### src/rtl/prog_loader_pkg.sv
// Shared types and helpers for the RAT program-memory loader.
// Holds the loader FSM encoding, memory geometry and the checksum accumulate step.
package prog_loader_pkg;

    localparam int         ADDR_W        = 10;
    localparam int         DATA_W        = 18;
    localparam logic [7:0] SYNC_BYTE_DEF = 8'hA5;

    typedef enum logic [2:0] {
        ST_IDLE   = 3'd0,
        ST_CNT_HI = 3'd1,
        ST_CNT_LO = 3'd2,
        ST_B0     = 3'd3,
        ST_B1     = 3'd4,
        ST_B2     = 3'd5,
        ST_CKSUM  = 3'd6
    } state_e;

    // Mod-256 running sum used for the frame checksum.
    function automatic logic [7:0] cksum_add(input logic [7:0] acc, input logic [7:0] b);
        return acc + b;
    endfunction

endpackage

### src/rtl/prog_loader.sv
// Framed UART byte stream -> 18-bit program RAM writer; holds the MCU in reset while loading.
// Optional inter-byte timeout is built only when PROG_LOADER_TIMEOUT_EN is defined.
module prog_loader
    import prog_loader_pkg::*;
#(
    parameter logic [7:0] SYNC_BYTE      = SYNC_BYTE_DEF,
    parameter int         MAX_WORDS      = 1024
`ifdef PROG_LOADER_TIMEOUT_EN
    ,
    parameter int         TIMEOUT_CYCLES = 1_000_000
`endif
) (
    input  logic              CLK,
    input  logic              RST,
    input  logic [7:0]        RX_DATA,
    input  logic              RX_VALID,
    output logic              WR_EN,
    output logic [ADDR_W-1:0] WR_ADDR,
    output logic [DATA_W-1:0] WR_DATA,
    output logic              MCU_RST,
    output logic              BUSY,
    output logic              DONE,
    output logic              ERR
);

    // Wide enough to hold MAX_WORDS itself, not just MAX_WORDS-1.
    localparam int WCNT_W = $clog2(MAX_WORDS + 1);

    state_e              state_q, state_d;
    logic [7:0]          cnt_hi_q, cnt_hi_d;
    logic [WCNT_W-1:0]   frame_cnt_q, frame_cnt_d;
    logic [WCNT_W-1:0]   wr_cnt_q, wr_cnt_d;
    logic [ADDR_W-1:0]   addr_q, addr_d;
    logic [1:0]          b0_q, b0_d;
    logic [7:0]          b1_q, b1_d;
    logic [7:0]          sum_q, sum_d;
    logic                wr_en_q, wr_en_d;
    logic [ADDR_W-1:0]   wr_addr_q, wr_addr_d;
    logic [DATA_W-1:0]   wr_data_q, wr_data_d;
    logic                mcu_rst_q, mcu_rst_d;
    logic                busy_q, busy_d;
    logic                done_q, done_d;
    logic                err_q, err_d;

    logic [15:0]         cnt_full_s;
    logic [WCNT_W-1:0]   wr_cnt_inc_s;
    logic                to_trip_s;

    assign cnt_full_s   = {cnt_hi_q, RX_DATA};
    assign wr_cnt_inc_s = wr_cnt_q + WCNT_W'(1);

`ifdef PROG_LOADER_TIMEOUT_EN
    localparam int TO_W = $clog2(TIMEOUT_CYCLES);

    logic [TO_W-1:0] to_cnt_q, to_cnt_d;

    // Inter-byte silence counter; idle or a fresh byte restarts it.
    always_comb begin
        to_cnt_d = to_cnt_q;
        if (RX_VALID || (state_q == ST_IDLE)) begin
            to_cnt_d = {TO_W{1'b0}};
        end else begin
            to_cnt_d = to_cnt_q + TO_W'(1);
        end
    end

    assign to_trip_s = (state_q != ST_IDLE) && (to_cnt_q == TO_W'(TIMEOUT_CYCLES - 1));

    // Timeout counter register.
    always_ff @(posedge CLK or posedge RST) begin
        if (RST) begin
            to_cnt_q <= {TO_W{1'b0}};
        end else begin
            to_cnt_q <= to_cnt_d;
        end
    end
`else
    assign to_trip_s = 1'b0;
`endif

    // Frame parser: next state, byte assembly, checksum and write generation.
    always_comb begin
        state_d     = state_q;
        cnt_hi_d    = cnt_hi_q;
        frame_cnt_d = frame_cnt_q;
        wr_cnt_d    = wr_cnt_q;
        addr_d      = addr_q;
        b0_d        = b0_q;
        b1_d        = b1_q;
        sum_d       = sum_q;
        wr_en_d     = 1'b0;
        wr_addr_d   = wr_addr_q;
        wr_data_d   = wr_data_q;
        mcu_rst_d   = mcu_rst_q;
        done_d      = 1'b0;
        err_d       = err_q;

        if (RX_VALID) begin
            case (state_q)
                ST_IDLE: begin
                    if (RX_DATA == SYNC_BYTE) begin
                        state_d   = ST_CNT_HI;
                        err_d     = 1'b0;
                        addr_d    = {ADDR_W{1'b0}};
                        wr_cnt_d  = {WCNT_W{1'b0}};
                        sum_d     = 8'h00;
                        mcu_rst_d = 1'b1;
                    end else begin
                        state_d = ST_IDLE;
                    end
                end
                ST_CNT_HI: begin
                    cnt_hi_d = RX_DATA;
                    sum_d    = cksum_add(sum_q, RX_DATA);
                    state_d  = ST_CNT_LO;
                end
                ST_CNT_LO: begin
                    sum_d       = cksum_add(sum_q, RX_DATA);
                    frame_cnt_d = cnt_full_s[WCNT_W-1:0];
                    if (cnt_full_s > 16'(MAX_WORDS)) begin
                        err_d   = 1'b1;
                        state_d = ST_IDLE;
                    end else if (cnt_full_s == 16'h0000) begin
                        state_d = ST_CKSUM;
                    end else begin
                        state_d = ST_B0;
                    end
                end
                ST_B0: begin
                    b0_d    = RX_DATA[1:0];
                    sum_d   = cksum_add(sum_q, RX_DATA);
                    state_d = ST_B1;
                end
                ST_B1: begin
                    b1_d    = RX_DATA;
                    sum_d   = cksum_add(sum_q, RX_DATA);
                    state_d = ST_B2;
                end
                ST_B2: begin
                    sum_d     = cksum_add(sum_q, RX_DATA);
                    wr_en_d   = 1'b1;
                    wr_addr_d = addr_q;
                    wr_data_d = {b0_q, b1_q, RX_DATA};
                    addr_d    = addr_q + ADDR_W'(1);
                    wr_cnt_d  = wr_cnt_inc_s;
                    if (wr_cnt_inc_s == frame_cnt_q) begin
                        state_d = ST_CKSUM;
                    end else begin
                        state_d = ST_B0;
                    end
                end
                ST_CKSUM: begin
                    if (RX_DATA == sum_q) begin
                        done_d    = 1'b1;
                        mcu_rst_d = 1'b0;
                    end else begin
                        err_d = 1'b1;
                    end
                    state_d = ST_IDLE;
                end
                default: begin
                    state_d = ST_IDLE;
                end
            endcase
        end else if (to_trip_s) begin
            // MCU stays in reset: the image in RAM is incomplete.
            err_d   = 1'b1;
            state_d = ST_IDLE;
        end else begin
            state_d = state_q;
        end

        busy_d = (state_d != ST_IDLE);
    end

    // State, datapath and output registers.
    always_ff @(posedge CLK or posedge RST) begin
        if (RST) begin
            state_q     <= ST_IDLE;
            cnt_hi_q    <= 8'h00;
            frame_cnt_q <= {WCNT_W{1'b0}};
            wr_cnt_q    <= {WCNT_W{1'b0}};
            addr_q      <= {ADDR_W{1'b0}};
            b0_q        <= 2'b00;
            b1_q        <= 8'h00;
            sum_q       <= 8'h00;
            wr_en_q     <= 1'b0;
            wr_addr_q   <= {ADDR_W{1'b0}};
            wr_data_q   <= {DATA_W{1'b0}};
            mcu_rst_q   <= 1'b0;
            busy_q      <= 1'b0;
            done_q      <= 1'b0;
            err_q       <= 1'b0;
        end else begin
            state_q     <= state_d;
            cnt_hi_q    <= cnt_hi_d;
            frame_cnt_q <= frame_cnt_d;
            wr_cnt_q    <= wr_cnt_d;
            addr_q      <= addr_d;
            b0_q        <= b0_d;
            b1_q        <= b1_d;
            sum_q       <= sum_d;
            wr_en_q     <= wr_en_d;
            wr_addr_q   <= wr_addr_d;
            wr_data_q   <= wr_data_d;
            mcu_rst_q   <= mcu_rst_d;
            busy_q      <= busy_d;
            done_q      <= done_d;
            err_q       <= err_d;
        end
    end

    assign WR_EN   = wr_en_q;
    assign WR_ADDR = wr_addr_q;
    assign WR_DATA = wr_data_q;
    assign MCU_RST = mcu_rst_q;
    assign BUSY    = busy_q;
    assign DONE    = done_q;
    assign ERR     = err_q;

endmodule

### config.mk
export PLATFORM = sky130hd
export DESIGN_NAME = prog_loader
export DESIGN_NICKNAME = d
export VERILOG_FILES = /design/src/rtl/prog_loader_pkg.sv /design/src/rtl/prog_loader.sv
export SDC_FILE = /design/constraint.sdc
export NUM_CORES = 1
export LEC_CHECK = 0
export CAP_MARGIN = 20
export CORE_MARGIN = 5
export CORE_UTILIZATION = 52
export CTS_CLUSTER_DIAMETER = 80
export DETAILED_ROUTE_END_ITERATION = 6
export PLACE_DENSITY = 0.84
export SLEW_MARGIN = 0
export SYNTH_ARGS = -nofsm -noshare
export SYNTH_HDL_FRONTEND = slang
export SYNTH_SLANG_ARGS = --single-unit
### constraint.sdc
create_clock -name CLK -period 3.1 [get_ports CLK]
set_input_delay 0.62 -clock CLK [delete_from_list [all_inputs] [get_ports CLK]]
set_output_delay 0.62 -clock CLK [all_outputs]
set_load 0.01 [all_outputs]
==> impl_metrics.prom, run 1 <==
# TYPE chip_impl_metric gauge
chip_impl_metric{name="max_slew_margin",unit="%"} 55.3
chip_impl_metric{name="worst_slew_pin_slew",unit="ps"} 670
chip_impl_metric{name="hpwl_reported_at_the_end_of_detailed_placement",unit="µm"} 7510
chip_impl_info{name="synth_flop_cell",value="dfrtp_1"} 1
chip_impl_info{name="cts.root.buffer_cell",value="clkbuf_8"} 1
chip_impl_metric{name="dieHeight",unit="µm"} 104
chip_impl_metric{name="clock-sinks",unit=""} 94
chip_impl_metric{name="syn_nets",unit=""} 488
chip_impl_info{name="startpoint_kind_of_the_worst_setup_timing_path",value="input pin"} 1
chip_impl_metric{name="port_buffers",unit=""} 43
chip_impl_metric{name="grt_antenna_before_repair",unit=""} 0
chip_impl_info{name="rsz_0062_raised_after_global_routing",value="false"} 1
chip_impl_metric{name="worst-endpoint-required",unit="ps"} 3380
chip_impl_metric{name="synth_async_reset_ratio",unit="%"} 100
chip_impl_metric{name="initial_core_util",unit="%"} 53.0
chip_impl_metric{name="hold_viol_final",unit=""} 0
chip_impl_metric{name="worst-path-max-fanout",unit=""} 9
chip_impl_metric{name="fp.dieArea",unit="mm²"} 0.0108
chip_impl_metric{name="synthesis.instances",unit=""} 467
chip_impl_metric{name="power_leakage",unit="nW"} 2.50
chip_impl_metric{name="area_added_between_synthesis_and_finish",unit="%"} 19.0
chip_impl_metric{name="drt.antenna.violating_nets",unit=""} 0
chip_impl_metric{name="synth_enable_flop_cells",unit=""} 0
chip_impl_metric{name="drv_slew",unit=""} 0
chip_impl_info{name="clock_tree_from_tritoncts",value="done"} 1
chip_impl_metric{name="syn-cell-area",unit="mm²"} 0.00460
chip_impl_metric{name="cts_resized",unit=""} 0
chip_impl_metric{name="seqCellArea",unit="mm²"} 0.00235
chip_impl_metric{name="worst_ir_drop_vdd",unit="mV"} 0.466
chip_impl_metric{name="synthesis.yosys.warnings",unit=""} 0
chip_impl_metric{name="synth_top_area_share",unit="%"} 51.2
chip_impl_metric{name="fin_ws",unit="ps"} 317
chip_impl_metric{name="yosysUniqueCellTypes",unit=""} 57
chip_impl_metric{name="period_needed",unit="ps"} 2780
chip_impl_metric{name="place_ws",unit="ps"} -88.5
chip_impl_metric{name="vias_in_the_first_global_route",unit=""} 3699
chip_impl_metric{name="number_of_buffers_created_by_cts",unit=""} 9
chip_impl_metric{name="fin_skew",unit="ps"} 15.7
chip_impl_metric{name="final-setup-viol-count",unit=""} 0
chip_impl_metric{name="postSynthRegisterBits",unit=""} 94
chip_impl_metric{name="post_drt_via_cell_ratio",unit=""} 5.90
chip_impl_metric{name="cts_htree_levels",unit=""} 3
chip_impl_metric{name="cp_data_arrival_time",unit="ps"} 3070
chip_impl_metric{name="ctsLongestPathBuffers",unit=""} 2
chip_impl_metric{name="drive_above_1_share",unit="%"} 15.2
chip_impl_metric{name="place_congestion",unit=""} 0.899
chip_impl_metric{name="setup_repair_bufs_after_cts",unit=""} 0
chip_impl_metric{name="grt_overflow",unit=""} 0
chip_impl_metric{name="wire_length_of_the_first_global_routing_pass",unit="µm"} 17900
chip_impl_metric{name="core-area",unit="mm²"} 0.00868
chip_impl_metric{name="cap_viol_max_count",unit=""} 0
chip_impl_metric{name="cts-hold-fix-buffers",unit=""} 0
chip_impl_info{name="yosysTopAreaCell",value="dfrtp_1"} 1
chip_impl_metric{name="period_share",unit="%"} 89.8
chip_impl_metric{name="maxClockFrequency",unit="MHz"} 359
chip_impl_metric{name="multiInputGateArea",unit="mm²"} 0.00212
chip_impl_metric{name="fraction_of_the_yosys_area_taken_by_sequential_cells",unit="%"} 51.2
chip_impl_metric{name="worst_setup_hold_path_clk_slew",unit="ps"} 110
chip_impl_metric{name="post-route-drc-count",unit=""} 0
chip_impl_metric{name="dr.pass1.iters",unit=""} 5
chip_impl_metric{name="clk_latency",unit="ps"} 370
chip_impl_metric{name="drt_wl_total",unit="µm"} 10700
chip_impl_metric{name="row_count",unit=""} 34
chip_impl_metric{name="global_route.usage.total",unit="%"} 20.2
chip_impl_info{name="hold_path_class",value="flop to flop"} 1
chip_impl_metric{name="initial_drc_count",unit=""} 239
chip_impl_metric{name="routed-via-count",unit=""} 3750
chip_impl_metric{name="maximum_number_of_pins_on_one_net_before_global_route_repair",unit=""} 41
chip_impl_metric{name="io_pins",unit=""} 44
chip_impl_info{name="crit_type",value="input pin to flop"} 1
chip_impl_info{name="synth_top_cells_by_area",value="dfrtp_1 51%, nand2_1 9.3%, mux2_2 6.9%"} 1
chip_impl_info{name="cp-end-kind",value="flop"} 1
chip_impl_info{name="ys_top_cells_by_count",value="114 x nand2_1, 94 x dfrtp_1, 28 x mux2_2"} 1
chip_impl_metric{name="routed_wire_length_per_instance",unit="µm"} 16.8
chip_impl_info{name="synth.most_common_cell",value="nand2_1"} 1
chip_impl_metric{name="nFillCells",unit=""} 714
chip_impl_metric{name="final_net_count",unit=""} 544
chip_impl_metric{name="average_footprint_of_a_synthesized_cell",unit="µm²"} 9.85
chip_impl_metric{name="chipWidth",unit="µm"} 104
chip_impl_info{name="status",value="complete, no violations"} 1
chip_impl_metric{name="powerDensity",unit="mW/mm²"} 727
chip_impl_metric{name="stdcell_area",unit="mm²"} 0.00547
chip_impl_metric{name="antenna_cells",unit=""} 0
chip_impl_metric{name="dpl-instance-area",unit="mm²"} 0.00529
## cells in the final DEF (no fill, tap or decap), types with 8 or more instances in the layout
cell	n
ha_1	9
inv_1	8
buf_4	23
o21ai_0	20
clkdlybuf4s50_1	43
a31oi_1	10
dfrtp_1	94
xor2_1	14
mux2_2	28
clkbuf_8	9
nor3_1	11
nor2_1	21
nand2_1	114
a21oi_1	15
## path summary, 6_finish.rpt
kind                             from           to  slack, ps  cells past startpoint
setup / recovery           RX_DATA[1]  wr_cnt_q[9]        320                      7
hold / removal                b1_q[3]  WR_DATA[11]        480                      2
setup reg to reg           state_q[2]  wr_cnt_q[2]        720                      6
hold reg to reg               b1_q[3]  WR_DATA[11]        480                      2
max in group asynchronous         RST   WR_ADDR[2]       1770                      3
min in group asynchronous         RST  WR_DATA[11]        630                      2
## flip-flops by register name, indices dropped and copies added, names as in the netlist
signal,flops
WR_DATA,18
frame_cnt_q,11
wr_cnt_q,11
WR_ADDR,10
addr_q,10
b1_q,8
cnt_hi_q,8
sum_q,8
state_q,3
b0_q,2
BUSY,1
DONE,1
ERR,1
MCU_RST,1
WR_EN,1
## per-stage QoR
step / TNS, ps / power, mW / hold slack (ps) / cells / utilization, %
after CTS: 0 / 3.99 / 476 / 636 / 63.1
after floorplan: 0 / 2.70 / 433 / 467 / -
after global placement: 0 / 3.11 / 449 / 620 / 61.0
after global routing: 0 / 4.23 / 492 / 636 / 63.1
final: 0 / 3.98 / 478 / 636 / 63.1
after detailed placement: -373 / 3.20 / 454 / 620 / 61.0
## report_power, final
group | total [mW] | internal [mW] | switching, mW
combinational | 1.38 | 0.707 | 0.671
clock | 0.774 | 0.306 | 0.467
sequential | 1.83 | 1.55 | 0.280
## metal layers
| metal | part of all wire (%) | up-vias | wire, µm | track usage, % |
|---|---|---|---|---|
| li1 | - | 1749 | - | - |
| met5 | 0 | - | 0 | 0 |
| met1 | 42 | 1858 | 4460 | 26.5 |
| met4 | 3.0 | 0 | 319 | 9.53 |
| met3 | 4.1 | 29 | 435 | 2.79 |
| met2 | 51 | 114 | 5470 | 33.0 |
## cells by family (layout without fill, tap and decap cells)
kind of cell / after synthesis / after routing / share of synthesized area, %
AND/OR/NAND/NOR: 199 / 199 / 20.1
AO/OA/AOI/OAI: 79 / 79 / 11.6
buffers and inverters: 33 / 94 / 2.78
multiplexers: 32 / 32 / 7.73
flip-flops: 94 / 94 / 51.2
XOR/XNOR: 20 / 20 / 3.81
adder cells (fa/ha/maj): 10 / 10 / 2.88
## worst max-delay path, cell delays in order
cell,delay [ps]
clkdlybuf4s50_1,430
or4_4,550
or4_4,520
a2111oi_4,380
nand3b_1,190
o21ai_2,160
a31oi_1,230
## cell type report
cell class	count	area share, %
clock buffer	10	2.33
clock inverter	6	0.960
inverter	10	0.709
multi-input combinational	340	38.8
sequential	94	43.0
tap	108	2.47
timing repair buffer	68	11.7
Power figures use the tool's default switching activity.
==> inputs of run 2 (changes only) <==
- SETUP_SLACK_MARGIN: not set -> 0.2
==> impl_metrics.prom, run 2 (same netlist as run 1, synthesis figures left out) <==
# TYPE chip_impl_metric gauge
chip_impl_metric{name="vias_in_the_first_global_route",unit=""} 3849
chip_impl_metric{name="chipWidth",unit="µm"} 104
chip_impl_metric{name="grt_overflow",unit=""} 0
chip_impl_metric{name="global_route.usage.total",unit="%"} 20.5
chip_impl_metric{name="ctsLongestPathBuffers",unit=""} 2
chip_impl_metric{name="worst_r2r_path_depth",unit=""} 6
chip_impl_metric{name="worst_setup_hold_path_clk_slew",unit="ps"} 110
chip_impl_info{name="status",value="complete, no violations"} 1
chip_impl_metric{name="slowest_delay",unit="ps"} 560
chip_impl_metric{name="routed_wire_length_per_instance",unit="µm"} 17.0
chip_impl_info{name="rsz_0062_raised_after_global_routing",value="false"} 1
chip_impl_metric{name="row_count",unit=""} 34
chip_impl_metric{name="fin_ws",unit="ps"} 293
chip_impl_metric{name="internal_power",unit="mW"} 2.56
chip_impl_metric{name="cts-hold-fix-buffers",unit=""} 0
chip_impl_metric{name="worst-path-max-fanout",unit=""} 9
chip_impl_metric{name="clock-sinks",unit=""} 94
chip_impl_metric{name="dr.pass1.iters",unit=""} 5
chip_impl_metric{name="io_pins",unit=""} 44
chip_impl_metric{name="setup_repair_bufs_after_cts",unit=""} 0
chip_impl_metric{name="post_drt_via_cell_ratio",unit=""} 5.89
chip_impl_metric{name="fin_skew",unit="ps"} 13.8
chip_impl_metric{name="initial_core_util",unit="%"} 53.0
chip_impl_info{name="startpoint_kind_of_the_worst_setup_timing_path",value="input pin"} 1
chip_impl_metric{name="worst-endpoint-required",unit="ps"} 3380
chip_impl_metric{name="routed-via-count",unit=""} 3742
chip_impl_metric{name="combinational_cell_fraction_of_total_power",unit="%"} 34.7
chip_impl_metric{name="grt_antenna_before_repair",unit=""} 0
chip_impl_metric{name="drv_slew",unit=""} 0
chip_impl_metric{name="area_added_between_synthesis_and_finish",unit="%"} 18.9
chip_impl_info{name="crit_path_end",value="wr_cnt_q[4]"} 1
chip_impl_metric{name="final-setup-viol-count",unit=""} 0
chip_impl_metric{name="hpwl_reported_at_the_end_of_detailed_placement",unit="µm"} 7550
chip_impl_info{name="hp-start",value="b1_q[0]"} 1
chip_impl_metric{name="fp.dieArea",unit="mm²"} 0.0108
chip_impl_metric{name="cts_htree_levels",unit=""} 3
chip_impl_metric{name="cp_data_arrival_time",unit="ps"} 3090
chip_impl_info{name="cp-startpoint",value="RX_DATA[1]"} 1
chip_impl_info{name="r2r_start",value="state_q[2]"} 1
chip_impl_info{name="mostFrequentLayoutCell",value="nand2_1"} 1
chip_impl_metric{name="wire_length_of_the_first_global_routing_pass",unit="µm"} 18200
chip_impl_metric{name="critPathBufInv",unit=""} 1
chip_impl_metric{name="cts_resized",unit=""} 0
chip_impl_metric{name="final_net_count",unit=""} 543
chip_impl_metric{name="sequentialPowerShare",unit="%"} 46.0
chip_impl_metric{name="core-area",unit="mm²"} 0.00868
chip_impl_info{name="cp-end-kind",value="flop"} 1
chip_impl_metric{name="powerDensity",unit="mW/mm²"} 726
chip_impl_metric{name="antenna_cells",unit=""} 0
chip_impl_metric{name="power_leakage",unit="nW"} 2.50
chip_impl_info{name="clock_tree_from_tritoncts",value="done"} 1
chip_impl_metric{name="place_congestion",unit=""} 0.926
chip_impl_metric{name="dieHeight",unit="µm"} 104
chip_impl_metric{name="number_of_buffers_created_by_cts",unit=""} 9
chip_impl_metric{name="maximum_number_of_pins_on_one_net_before_global_route_repair",unit=""} 95
chip_impl_info{name="hold_path_class",value="flop to flop"} 1
chip_impl_metric{name="drt.antenna.violating_nets",unit=""} 0
chip_impl_metric{name="drive_above_1_share",unit="%"} 15.2
chip_impl_metric{name="clk_latency",unit="ps"} 370
chip_impl_metric{name="worst_ir_drop_vdd",unit="mV"} 0.502
chip_impl_info{name="critical_path.top_delay_family",value="simple AND/OR/NAND/NOR gates"} 1
chip_impl_metric{name="post-route-drc-count",unit=""} 0
chip_impl_metric{name="instance_count_on_the_critical_path",unit=""} 7
chip_impl_metric{name="port_buffers",unit=""} 43
chip_impl_metric{name="hold_path_depth",unit=""} 2
chip_impl_metric{name="power.switching_fraction",unit="%"} 35.6
chip_impl_metric{name="stdcell_area",unit="mm²"} 0.00547
chip_impl_metric{name="initial_drc_count",unit=""} 219
chip_impl_metric{name="p_switching",unit="mW"} 1.41
chip_impl_info{name="slowest_stage",value="or4_4"} 1
chip_impl_metric{name="timing.hold.ws",unit="ps"} 460
chip_impl_metric{name="maxClockFrequency",unit="MHz"} 356
chip_impl_metric{name="drt_wl_total",unit="µm"} 10800
chip_impl_metric{name="period_needed",unit="ps"} 2810
chip_impl_info{name="crit_type",value="input pin to flop"} 1
chip_impl_metric{name="r2r_setup_slack",unit="ps"} 700
chip_impl_info{name="layout.cells.most_common_list",value="114 x nand2_1, 94 x dfrtp_1, 43 x clkdlybuf4s50_1"} 1
chip_impl_metric{name="cap_viol_max_count",unit=""} 0
chip_impl_metric{name="period_share",unit="%"} 90.6
chip_impl_metric{name="largest_register_ffs",unit=""} 18
chip_impl_metric{name="worst_slew_pin_slew",unit="ps"} 713
chip_impl_metric{name="dpl-instance-area",unit="mm²"} 0.00529
chip_impl_metric{name="hold_viol_final",unit=""} 0
chip_impl_info{name="crit_chain",value="clkdlybuf4s50_1, or4_4, or4_4, a2111oi_4, nand3b_1, o21ai_2, a31oi_1"} 1
chip_impl_info{name="crit_path_frequent_cell",value="or4_4"} 1
chip_impl_metric{name="place_ws",unit="ps"} -89.2
chip_impl_info{name="cts.root.buffer_cell",value="clkbuf_8"} 1
chip_impl_info{name="worst_flop_to_flop_path_endpoint",value="wr_cnt_q[2]"} 1
chip_impl_metric{name="max_slew_margin",unit="%"} 52.3
chip_impl_metric{name="power_frac_clock",unit="%"} 19.3
==> run 2: power groups by stage <==
stage | clock (mW) | sequential, mW | combinational [mW]
3_3_place_gp | 0 | 1.83 | 1.29
3_5_place_dp | 0 | 1.84 | 1.36
6_report | 0.765 | 1.83 | 1.38
4_1_cts | 0.774 | 1.82 | 1.37
5_1_grt | 0.836 | 1.87 | 1.51
2_1_floorplan | 0 | 1.77 | 0.930
==> run 2: final cells by class <==
cell class	instances	area, µm²
multi-input cells	340	2120
inverters	10	41.3
fillers	696	3210
clock buffers	9	124
clock inverters	7	55.1
well taps	108	135
repair buffers	67	636
flip-flops and latches	94	2350
==> run 2: tightest hold or removal path, cell delays in order (launching register included) <==
cell	delay [ps]
dfrtp_1	350
nand2_1	50
nand2_1	50
==> run 2: stage by stage <==
step	util (%)	setup TNS, ps	total power [mW]	std cells
5_1_grt	63.0	0	4.21	635
2_1_floorplan	-	0	2.70	467
6_report	63.0	0	3.97	635
4_1_cts	63.0	0	3.97	635
3_3_place_gp	60.9	0	3.12	619
3_5_place_dp	60.9	-272	3.21	619
==> run 2: worst min path at each step <==
stage | end | slack [ps]
finish | WR_DATA[8] | 460
global route | WR_DATA[8] | 490
detailed placement | WR_DATA[16] | 460
global placement | WR_DATA[16] | 450
floorplan | WR_DATA[16] | 430
CTS | WR_DATA[8] | 470
==> run 2: routing by layer <==
layer / track usage (%) / routed length [µm] / vias to the layer above
met3: 5.21 / 638 / 25
li1: - / - / 1742
met4: 8.33 / 272 / 0
met5: 0 / 0 / -
met2: 34.2 / 5480 / 131
met1: 25.5 / 4390 / 1844
==> inputs of run 3 (changes only) <==
- SETUP_SLACK_MARGIN: 0.2 -> 0.3
==> impl_metrics.prom, run 3 (same netlist as run 1, synthesis figures left out) <==
# TYPE chip_impl_metric gauge
chip_impl_info{name="hold_path_class",value="flop to flop"} 1
chip_impl_metric{name="vias_in_the_first_global_route",unit=""} 3835
chip_impl_info{name="cp-end-kind",value="flop"} 1
chip_impl_metric{name="period_needed",unit="ps"} 2730
chip_impl_info{name="crit_type",value="input pin to flop"} 1
chip_impl_info{name="grt.busiest_layer",value="met2"} 1
chip_impl_metric{name="post_drt_via_cell_ratio",unit=""} 5.93
chip_impl_info{name="hp-start",value="b1_q[0]"} 1
chip_impl_metric{name="largest_register_ffs",unit=""} 18
chip_impl_metric{name="layout.cells.non_filler",unit=""} 636
chip_impl_metric{name="routed_wire_length_per_instance",unit="µm"} 17.0
chip_impl_metric{name="post-route-drc-count",unit=""} 0
chip_impl_info{name="rsz_0062_raised_after_global_routing",value="true"} 1
chip_impl_metric{name="cts_htree_levels",unit=""} 3
chip_impl_metric{name="core-area",unit="mm²"} 0.00868
chip_impl_metric{name="global_route.usage.met1",unit="%"} 25.6
chip_impl_metric{name="maxClockFrequency",unit="MHz"} 367
chip_impl_info{name="layout.cells.most_common_list",value="114 x nand2_1, 94 x dfrtp_1, 40 x clkdlybuf4s50_1"} 1
chip_impl_metric{name="initial_core_util",unit="%"} 53.0
chip_impl_info{name="startpoint_kind_of_the_worst_setup_timing_path",value="input pin"} 1
chip_impl_metric{name="power_frac_clock",unit="%"} 19.1
chip_impl_metric{name="hold_viol_final",unit=""} 0
chip_impl_metric{name="area_added_between_synthesis_and_finish",unit="%"} 19.6
chip_impl_metric{name="final-setup-viol-count",unit=""} 0
chip_impl_metric{name="worst_r2r_path_depth",unit=""} 8
chip_impl_metric{name="combinational_cell_fraction_of_total_power",unit="%"} 35.2
chip_impl_metric{name="final_net_count",unit=""} 544
chip_impl_metric{name="port_buffers",unit=""} 43
chip_impl_metric{name="worst_setup_hold_path_clk_slew",unit="ps"} 100
chip_impl_metric{name="groute.layer.met2.usage",unit="%"} 34.4
chip_impl_metric{name="wire_length_of_the_first_global_routing_pass",unit="µm"} 18200
chip_impl_info{name="cts.root.buffer_cell",value="clkbuf_8"} 1
chip_impl_metric{name="fp.dieArea",unit="mm²"} 0.0108
chip_impl_metric{name="maximum_number_of_pins_on_one_net_before_global_route_repair",unit=""} 95
chip_impl_metric{name="powerDensity",unit="mW/mm²"} 726
chip_impl_info{name="worst_flop_to_flop_path_endpoint",value="ERR"} 1
chip_impl_metric{name="drv_slew",unit=""} 0
chip_impl_metric{name="routed-via-count",unit=""} 3769
chip_impl_metric{name="number_of_buffers_created_by_cts",unit=""} 9
chip_impl_metric{name="power.switching_fraction",unit="%"} 35.8
chip_impl_metric{name="hold_path_depth",unit=""} 2
chip_impl_metric{name="r2r_setup_slack",unit="ps"} 660
chip_impl_info{name="clock_tree_from_tritoncts",value="done"} 1
chip_impl_metric{name="cap_viol_max_count",unit=""} 0
chip_impl_metric{name="chipWidth",unit="µm"} 104
chip_impl_metric{name="io_pins",unit=""} 44
chip_impl_metric{name="clk_latency",unit="ps"} 370
chip_impl_metric{name="dr.pass1.iters",unit=""} 4
chip_impl_info{name="r2r_start",value="state_q[2]"} 1
chip_impl_metric{name="worst_ir_drop_vdd",unit="mV"} 0.500
chip_impl_metric{name="fin_skew",unit="ps"} 14.1
chip_impl_metric{name="placed_cells_incl_taps",unit=""} 619
chip_impl_metric{name="dpl-instance-area",unit="mm²"} 0.00529
chip_impl_metric{name="period_share",unit="%"} 88.0
chip_impl_metric{name="cp_data_arrival_time",unit="ps"} 3000
chip_impl_metric{name="initial_drc_count",unit=""} 253
chip_impl_metric{name="power_leakage",unit="nW"} 2.54
chip_impl_metric{name="drt_wl_total",unit="µm"} 10800
chip_impl_metric{name="internal_power",unit="mW"} 2.57
chip_impl_metric{name="grt_antenna_before_repair",unit=""} 0
chip_impl_metric{name="ctsLongestPathBuffers",unit=""} 2
chip_impl_info{name="hold_endpoint",value="WR_DATA[8]"} 1
chip_impl_metric{name="grt_overflow",unit=""} 0
chip_impl_metric{name="hpwl_reported_at_the_end_of_detailed_placement",unit="µm"} 7550
chip_impl_metric{name="clock-sinks",unit=""} 94
chip_impl_metric{name="place_congestion",unit=""} 0.926
chip_impl_metric{name="max_slew_margin",unit="%"} 67.0
chip_impl_metric{name="worst-path-max-fanout",unit=""} 5
chip_impl_metric{name="timing.hold.ws",unit="ps"} 465
chip_impl_metric{name="nFillCells",unit=""} 692
chip_impl_info{name="status",value="complete, no violations"} 1
chip_impl_metric{name="worst_slew_pin_slew",unit="ps"} 495
chip_impl_metric{name="sequentialPowerShare",unit="%"} 45.7
chip_impl_metric{name="stdcell_area",unit="mm²"} 0.00550
chip_impl_metric{name="cts-hold-fix-buffers",unit=""} 0
chip_impl_metric{name="drive_above_1_share",unit="%"} 15.3
chip_impl_metric{name="dieHeight",unit="µm"} 104
chip_impl_info{name="mostFrequentLayoutCell",value="nand2_1"} 1
chip_impl_metric{name="grt_util_met3",unit="%"} 5.15
chip_impl_metric{name="worst-endpoint-required",unit="ps"} 3380
chip_impl_metric{name="antenna_cells",unit=""} 0
chip_impl_metric{name="row_count",unit=""} 34
chip_impl_metric{name="p_switching",unit="mW"} 1.43
chip_impl_metric{name="global_route.usage.total",unit="%"} 20.6
chip_impl_metric{name="drt.antenna.violating_nets",unit=""} 0
[run 3: cell types whose count changed in the layout (fill, tap and decap cells not counted)]
cell	change
o21ai_4	+1
nor4b_2	-1
o21ai_0	-1
o21ai_1	+1
dlymetal6s2s_1	+3
nor4b_4	+1
clkdlybuf4s50_1	-3
[run 3: worst max-delay path by stage]
stage | startpoint | cells after the start | slack [ps] | endpoint
CTS | RX_DATA[1] | 7 | 310 | wr_cnt_q[4]
finish | RX_DATA[1] | 7 | 370 | wr_cnt_q[4]
global route | RX_DATA[5] | 9 | 290 | wr_cnt_q[4]
global placement | RX_DATA[1] | 8 | 9 | state_q[2]
detailed placement | RX_DATA[1] | 8 | -90 | wr_cnt_q[2]
floorplan | RX_DATA[7] | 7 | 430 | wr_cnt_q[5]
[run 3: routing by layer]
layer,vias up,part of all wire (%)
met2,131,52
met1,1868,40
met5,-,0
met3,24,6.0
met4,0,2.6
li1,1746,-
[run 3: layout make-up]
class | instances | area [µm²] | share of cell area [%]
Sequential cell | 94 | 2350 | 42.8
Multi-Input combinational cell | 341 | 2150 | 39.1
Timing Repair Buffer | 67 | 643 | 11.7
Tap cell | 108 | 135 | 2.46
Clock buffer | 9 | 124 | 2.25
Clock inverter | 7 | 55.1 | 1.00
Inverter | 10 | 41.3 | 0.751
[run 3: power by group through the flow]
stage	registers [mW]	clock network (mW)	logic (mW)
after floorplan	1.77	0	0.930
after global placement	1.83	0	1.29
after detailed placement	1.84	0	1.36
after CTS	1.82	0.774	1.38
after global routing	1.87	0.836	1.54
final	1.83	0.763	1.41
[run 3: through the flow]
step           setup TNS (ps)  setup WS [ps]  power, mW  utilization [%]
2_1_floorplan               0            426       2.70                -
3_3_place_gp                0           9.22       3.12             60.9
3_5_place_dp             -272          -89.2       3.21             60.9
4_1_cts                     0            306       3.98             63.1
5_1_grt                     0            287       4.24             63.4
6_report                    0            373       4.00             63.4
[run 3: timing repair]
| action | CTS | global route |
|---|---|---|
| gates resized for setup | 1 | 5 |
| setup endpoints to repair | 1 | 12 |
| buffers inserted | 0 | 0 |
| endpoints found under the hold margin | 0 | 0 |
| pin swaps | 0 | 5 |
| cloned | 0 | 1 |
[run 3: critical path: stages]
cell and delay, ps:
clkdlybuf4s50_1 420, or4_4 550, or4_4 450, a2111oi_4 320, nand3b_1 290, o21ai_4 130
a31oi_1 220
==> edit 1: new RTL, config.mk and constraints of run 3 <==
The 7 states of `state_e` get a one-hot encoding in 7 bits.
--- a/src/rtl/prog_loader_pkg.sv
+++ b/src/rtl/prog_loader_pkg.sv
@@ -6,14 +6,14 @@
     localparam int         DATA_W        = 18;
     localparam logic [7:0] SYNC_BYTE_DEF = 8'hA5;
 
-    typedef enum logic [2:0] {
-        ST_IDLE   = 3'd0,
-        ST_CNT_HI = 3'd1,
-        ST_CNT_LO = 3'd2,
-        ST_B0     = 3'd3,
-        ST_B1     = 3'd4,
-        ST_B2     = 3'd5,
-        ST_CKSUM  = 3'd6
+    typedef enum logic [6:0] {
+        ST_IDLE   = 7'b0000001,
+        ST_CNT_HI = 7'b0000010,
+        ST_CNT_LO = 7'b0000100,
+        ST_B0     = 7'b0001000,
+        ST_B1     = 7'b0010000,
+        ST_B2     = 7'b0100000,
+        ST_CKSUM  = 7'b1000000
     } state_e;
 
     // Mod-256 running sum used for the frame checksum.
Formal check against the unedited RTL: no difference found for any inputs over 4 cycles, from zero or initial values and one cycle with RST high; so few cycles prove little.
==> edit 1 against run 3 <==
- sequential cell count up 4
- area after synthesis up 7.3%
- count of clock-buffer cells in the layout up 3
- register-to-register slack worse by 30 ps
- wire length up 4.0%
- power down 16%
- worst setup slack better by 140 ps
- final area up 3.5%
- die area up 6.6%
==> edit 1: results <==
metrics = {
    "pwr": {
        "sequentialPower_mw": 1.60,
        "static_leakage_nw": 2.64,
        "vdd.ir_drop.worst_mv": 0.289,
        "power.combinational.total_uw": 897,
    },
    "final_layout": {
        "regArea_mm2": 0.00245,
        "post_route_cells_drive_above_1_share": 0.144,
        "non_clock_buffer_area_fraction": 0.0976,
        "num-fill-cells": 789,
        "comb.multi_input.count": 355,
        "multi_input_area_mm2": 0.00226,
        "inverters_excl_clock": 14,
        "clk_buf": 12,
        "buffers": 58,
        "final_net_count": 557,
    },
    "timing": {
        "worst_hold_slack_ps": 476,
        "timing.clock.skew_ps": 4.54,
        "final_min_period_over_clock_period": 0.835,
        "relative_slew_margins": 0.583,
    },
    "global_route": {
        "grt_start_max_net_pins": 99,
        "grt_pass1_vias": 3767,
        "grtUsageMet1": 0.297,
        "groute.usage.overall": 0.208,
        "grt_pass1_wl_mm": 19.0,
    },
    "clocking": {
        "ctsResizeCount": 0,
        "number_of_sinks_on_the_clock_net": 98,
    },
    "worst_setup_path": {
        "rr_worst_depth": 6,
        "worstReg2RegEnd": "BUSY$_DFF_PP0_",
        "cp_data_arrival_time_ps": 2850,
        "cpLargestDelayFamily": "buffers and inverters",
        "slowest_delay_ps": 640,
        "worstSetupEndpoint": "sum_q[6]$_DFFE_PP0P_",
        "critical_path.max_fanout": 8,
        "setup.worst_path.start": "RX_DATA[0]",
        "r2r_slack_ps": 630,
        "r2r_start": "state_q[3]$_DFF_PP0_",
    },
    "detailed_routing": {
        "drt_wl_total_mm": 11.2,
        "wl_met1_mm": 5.01,
        "drt_first_iter_violations": 395,
        "routed_via_density": 5.70,
        "route.met3.wl_um": 626,
        "wire_per_inst_um": 16.8,
        "first_pass_iters": 5,
        "met2RoutedLength_mm": 5.46,
    },
    "synth": {
        "synth.lib_cells_used.distinct": 61,
        "synth.yosys.seq_area_share": 0.497,
        "yosys-top-cells-count": "sky130_fd_sc_hd__nand2_1, sky130_fd_sc_hd__dfrtp_1, sky130_fd_sc_hd__o21ai_0",
        "number_of_nets_produced_by_synthesis": 516,
        "synth_area_leaders": "sky130_fd_sc_hd__dfrtp_1, sky130_fd_sc_hd__nand2_1, sky130_fd_sc_hd__mux2_2, sky130_fd_sc_hd__o21ai_0, sky130_fd_sc_hd__xnor2_1",
    },
    "place": {
        "placed_cells": 654,
        "post-place-ws_ps": 155,
        "finalWeightedCongestion": 0.915,
        "post_detailed_placement_half_perimeter_wirelength_mm": 7.97,
    },
    "worst_hold_path": {
        "worst_hold_endpoint": "WR_DATA[17]$_DFFE_PP0P_",
    },
    "outcome": {
        "run_status": "complete, no violations",
    },
    "floorplan": {
        "placement_rows": 35,
    },
}
edit 1: cell count changes after synthesis, sizes merged, moves of 5 or more:
| cell | before | now |
|---|---|---|
| nand3 | 7 | 13 |
| a31oi | 10 | 5 |
| xnor2 | 6 | 14 |
| o31ai | 3 | 8 |
| nor3 | 11 | 16 |
| nor2 | 21 | 33 |
| o21ai | 22 | 36 |
| buf | 4 | 12 |
| a21oi | 15 | 10 |
| nand2 | 114 | 102 |
edit 1: kinds of logic (layout without fill, tap and decap cells):
kind of cell / after synthesis / count (layout) / share of synthesized area
flops: 98 / 98 / 0.497
compound gates: 82 / 82 / 0.112
xor+xnor: 24 / 24 / 0.0426
fa+ha+maj: 10 / 10 / 0.0269
mux: 31 / 31 / 0.0697
buf+inv: 42 / 87 / 0.0444
simple gates: 208 / 208 / 0.208
==> edit 2: new RTL, config.mk and constraints of run 3 <==
Without the edit above. Add a define of `PROG_LOADER_TIMEOUT_EN`.
--- a/src/rtl/prog_loader.sv
+++ b/src/rtl/prog_loader.sv
@@ -1,5 +1,7 @@
 // Framed UART byte stream -> 18-bit program RAM writer; holds the MCU in reset while loading.
 // Optional inter-byte timeout is built only when PROG_LOADER_TIMEOUT_EN is defined.
+`define PROG_LOADER_TIMEOUT_EN
+
 module prog_loader
     import prog_loader_pkg::*;
 #(
Check against the original RTL: no difference found for any inputs over 4 cycles, from zero or initial values and one cycle with RST high; that may be too few to reach the edited logic, so the function may still have changed.
==> edit 2 against run 3 <==
- worst setup slack better by 260 ps
- area after synthesis increased by 22%
- first-iteration DRC count rose by 52%
- wire length up 28%
- sequential share of layout area decreased by 0.76 points
- sequential cell count rose by 20
- final area is 23% higher
- non-clock buffer count decreased by 8
- critical path type unchanged
- critical endpoint is now sum_q[6]$_DFFE_PP0P_
Power is not compared: it rests on default switching activity, and its combinational part moved more than twofold at a synthesized area within 25%.
==> edit 2: results <==
metrics = {
    "final_layout": {
        "clk_buf": 21,
        "area_share_clock_buf_inv": 0.0859,
        "final_net_count": 655,
        "comb.multi_input.count": 427,
        "largest_register_ffs": 20,
        "num-fill-cells": 790,
        "post_route_cells_drive_above_1_share": 0.129,
        "buffers": 59,
        "multi_input_area_share": 0.378,
        "inverters_excl_clock": 14,
        "non_clock_buffer_area_fraction": 0.0829,
    },
    "global_route": {
        "met3_routing_resource_usage_after_global_routing": 0.0631,
        "grt_start_max_net_pins": 62,
        "groute.usage.overall": 0.231,
        "grtUsageMet1": 0.286,
        "grt_pass1_wl_mm": 23.4,
        "grt_pass1_vias": 4737,
    },
    "synth": {
        "number_of_nets_produced_by_synthesis": 600,
        "synth.lib_cells_used.distinct": 58,
        "synth.yosys.seq_area_share": 0.509,
        "synthArstFlopShare": 1.00,
        "synth_area_leaders": "sky130_fd_sc_hd__dfrtp_1, sky130_fd_sc_hd__nand2_1, sky130_fd_sc_hd__mux2_2, sky130_fd_sc_hd__o21ai_0, sky130_fd_sc_hd__nor2_1",
    },
    "worst_setup_path": {
        "cp_data_arrival_time_ps": 2870,
        "slowest_delay_ps": 580,
        "cpLargestDelayFamily": "compound AO/OA/AOI/OAI gates",
        "slowest_stage": "sky130_fd_sc_hd__clkdlybuf4s50_1",
        "critical_path.max_fanout": 3,
    },
    "detailed_routing": {
        "first_pass_iters": 5,
        "drt_first_iter_violations": 384,
        "drt_wl_total_mm": 13.9,
        "routed_via_density": 5.88,
    },
    "clocking": {
        "ctsResizeCount": 0,
        "cts.htree.levels": 4,
        "number_of_sinks_on_the_clock_net": 114,
    },
    "place": {
        "post_detailed_placement_half_perimeter_wirelength_mm": 9.61,
        "finalWeightedCongestion": 0.896,
        "post-place-ws_ps": 142,
    },
    "timing": {
        "timing.clock.skew_ps": 9.49,
        "worst_slew_pin_slew_ps": 636,
    },
    "outcome": {
        "run_status": "complete, no violations",
    },
}
[edit 2: changes by cell type after synthesis, sizes merged, moves of 6 or more]
| cell | change |
|---|---|
| a31oi | -6 |
| o21ai | +20 |
| nand3 | +9 |
| nand2 | +12 |
| xnor2 | +10 |
| nor2 | +28 |
| dfrtp | +20 |
[edit 2: path summary, 6_finish.rpt]
kind	from	endpoint	slack (ps)	cells past startpoint
max	RX_DATA[0]	sum_q[6]$_DFFE_PP0P_	640	10
min	RST	WR_DATA[4]$_DFFE_PP0P_	420	2
max reg2reg	wr_cnt_q[0]$_DFFE_PP0P_	state_q[2]$_DFF_PP0_	720	7
min reg2reg	b1_q[7]$_DFFE_PP0P_	WR_DATA[15]$_DFFE_PP0P_	470	2
max in group asynchronous	RST	sum_q[7]$_DFFE_PP0P_	2050	3
min in group CLK	b1_q[7]$_DFFE_PP0P_	WR_DATA[15]$_DFFE_PP0P_	470	2
[edit 2: routing by layer]
metal / share of wire / wire length [um] / up-vias
met5: 0 / 0 / -
met4: 0.023 / 318 / 0
met3: 0.062 / 865 / 26
met2: 0.50 / 6950 / 172
met1: 0.41 / 5750 / 2288
li1: - / - / 2105
[edit 2: cells by family (layout without fill, tap and decap cells)]
group           Yosys count  in the layout  synth area share
simple gates            258            258             0.213
flops                   114            114             0.509
compound gates           92             92             0.103
buf+inv                  37            104            0.0322
xor+xnor                 34             34            0.0532
mux                      32             32            0.0630
fa+ha+maj                11             11            0.0259
[edit 2: per-stage QoR]
step	cell area, um2	power [mW]	std cells	hold WS [ps]
5_1_grt	6790	3.94	781	448
2_1_floorplan	5600	1.80	578	433
4_1_cts	6790	3.82	781	423
3_3_place_gp	6210	1.89	750	453
6_report	6790	3.80	781	423
3_5_place_dp	6210	1.90	750	461
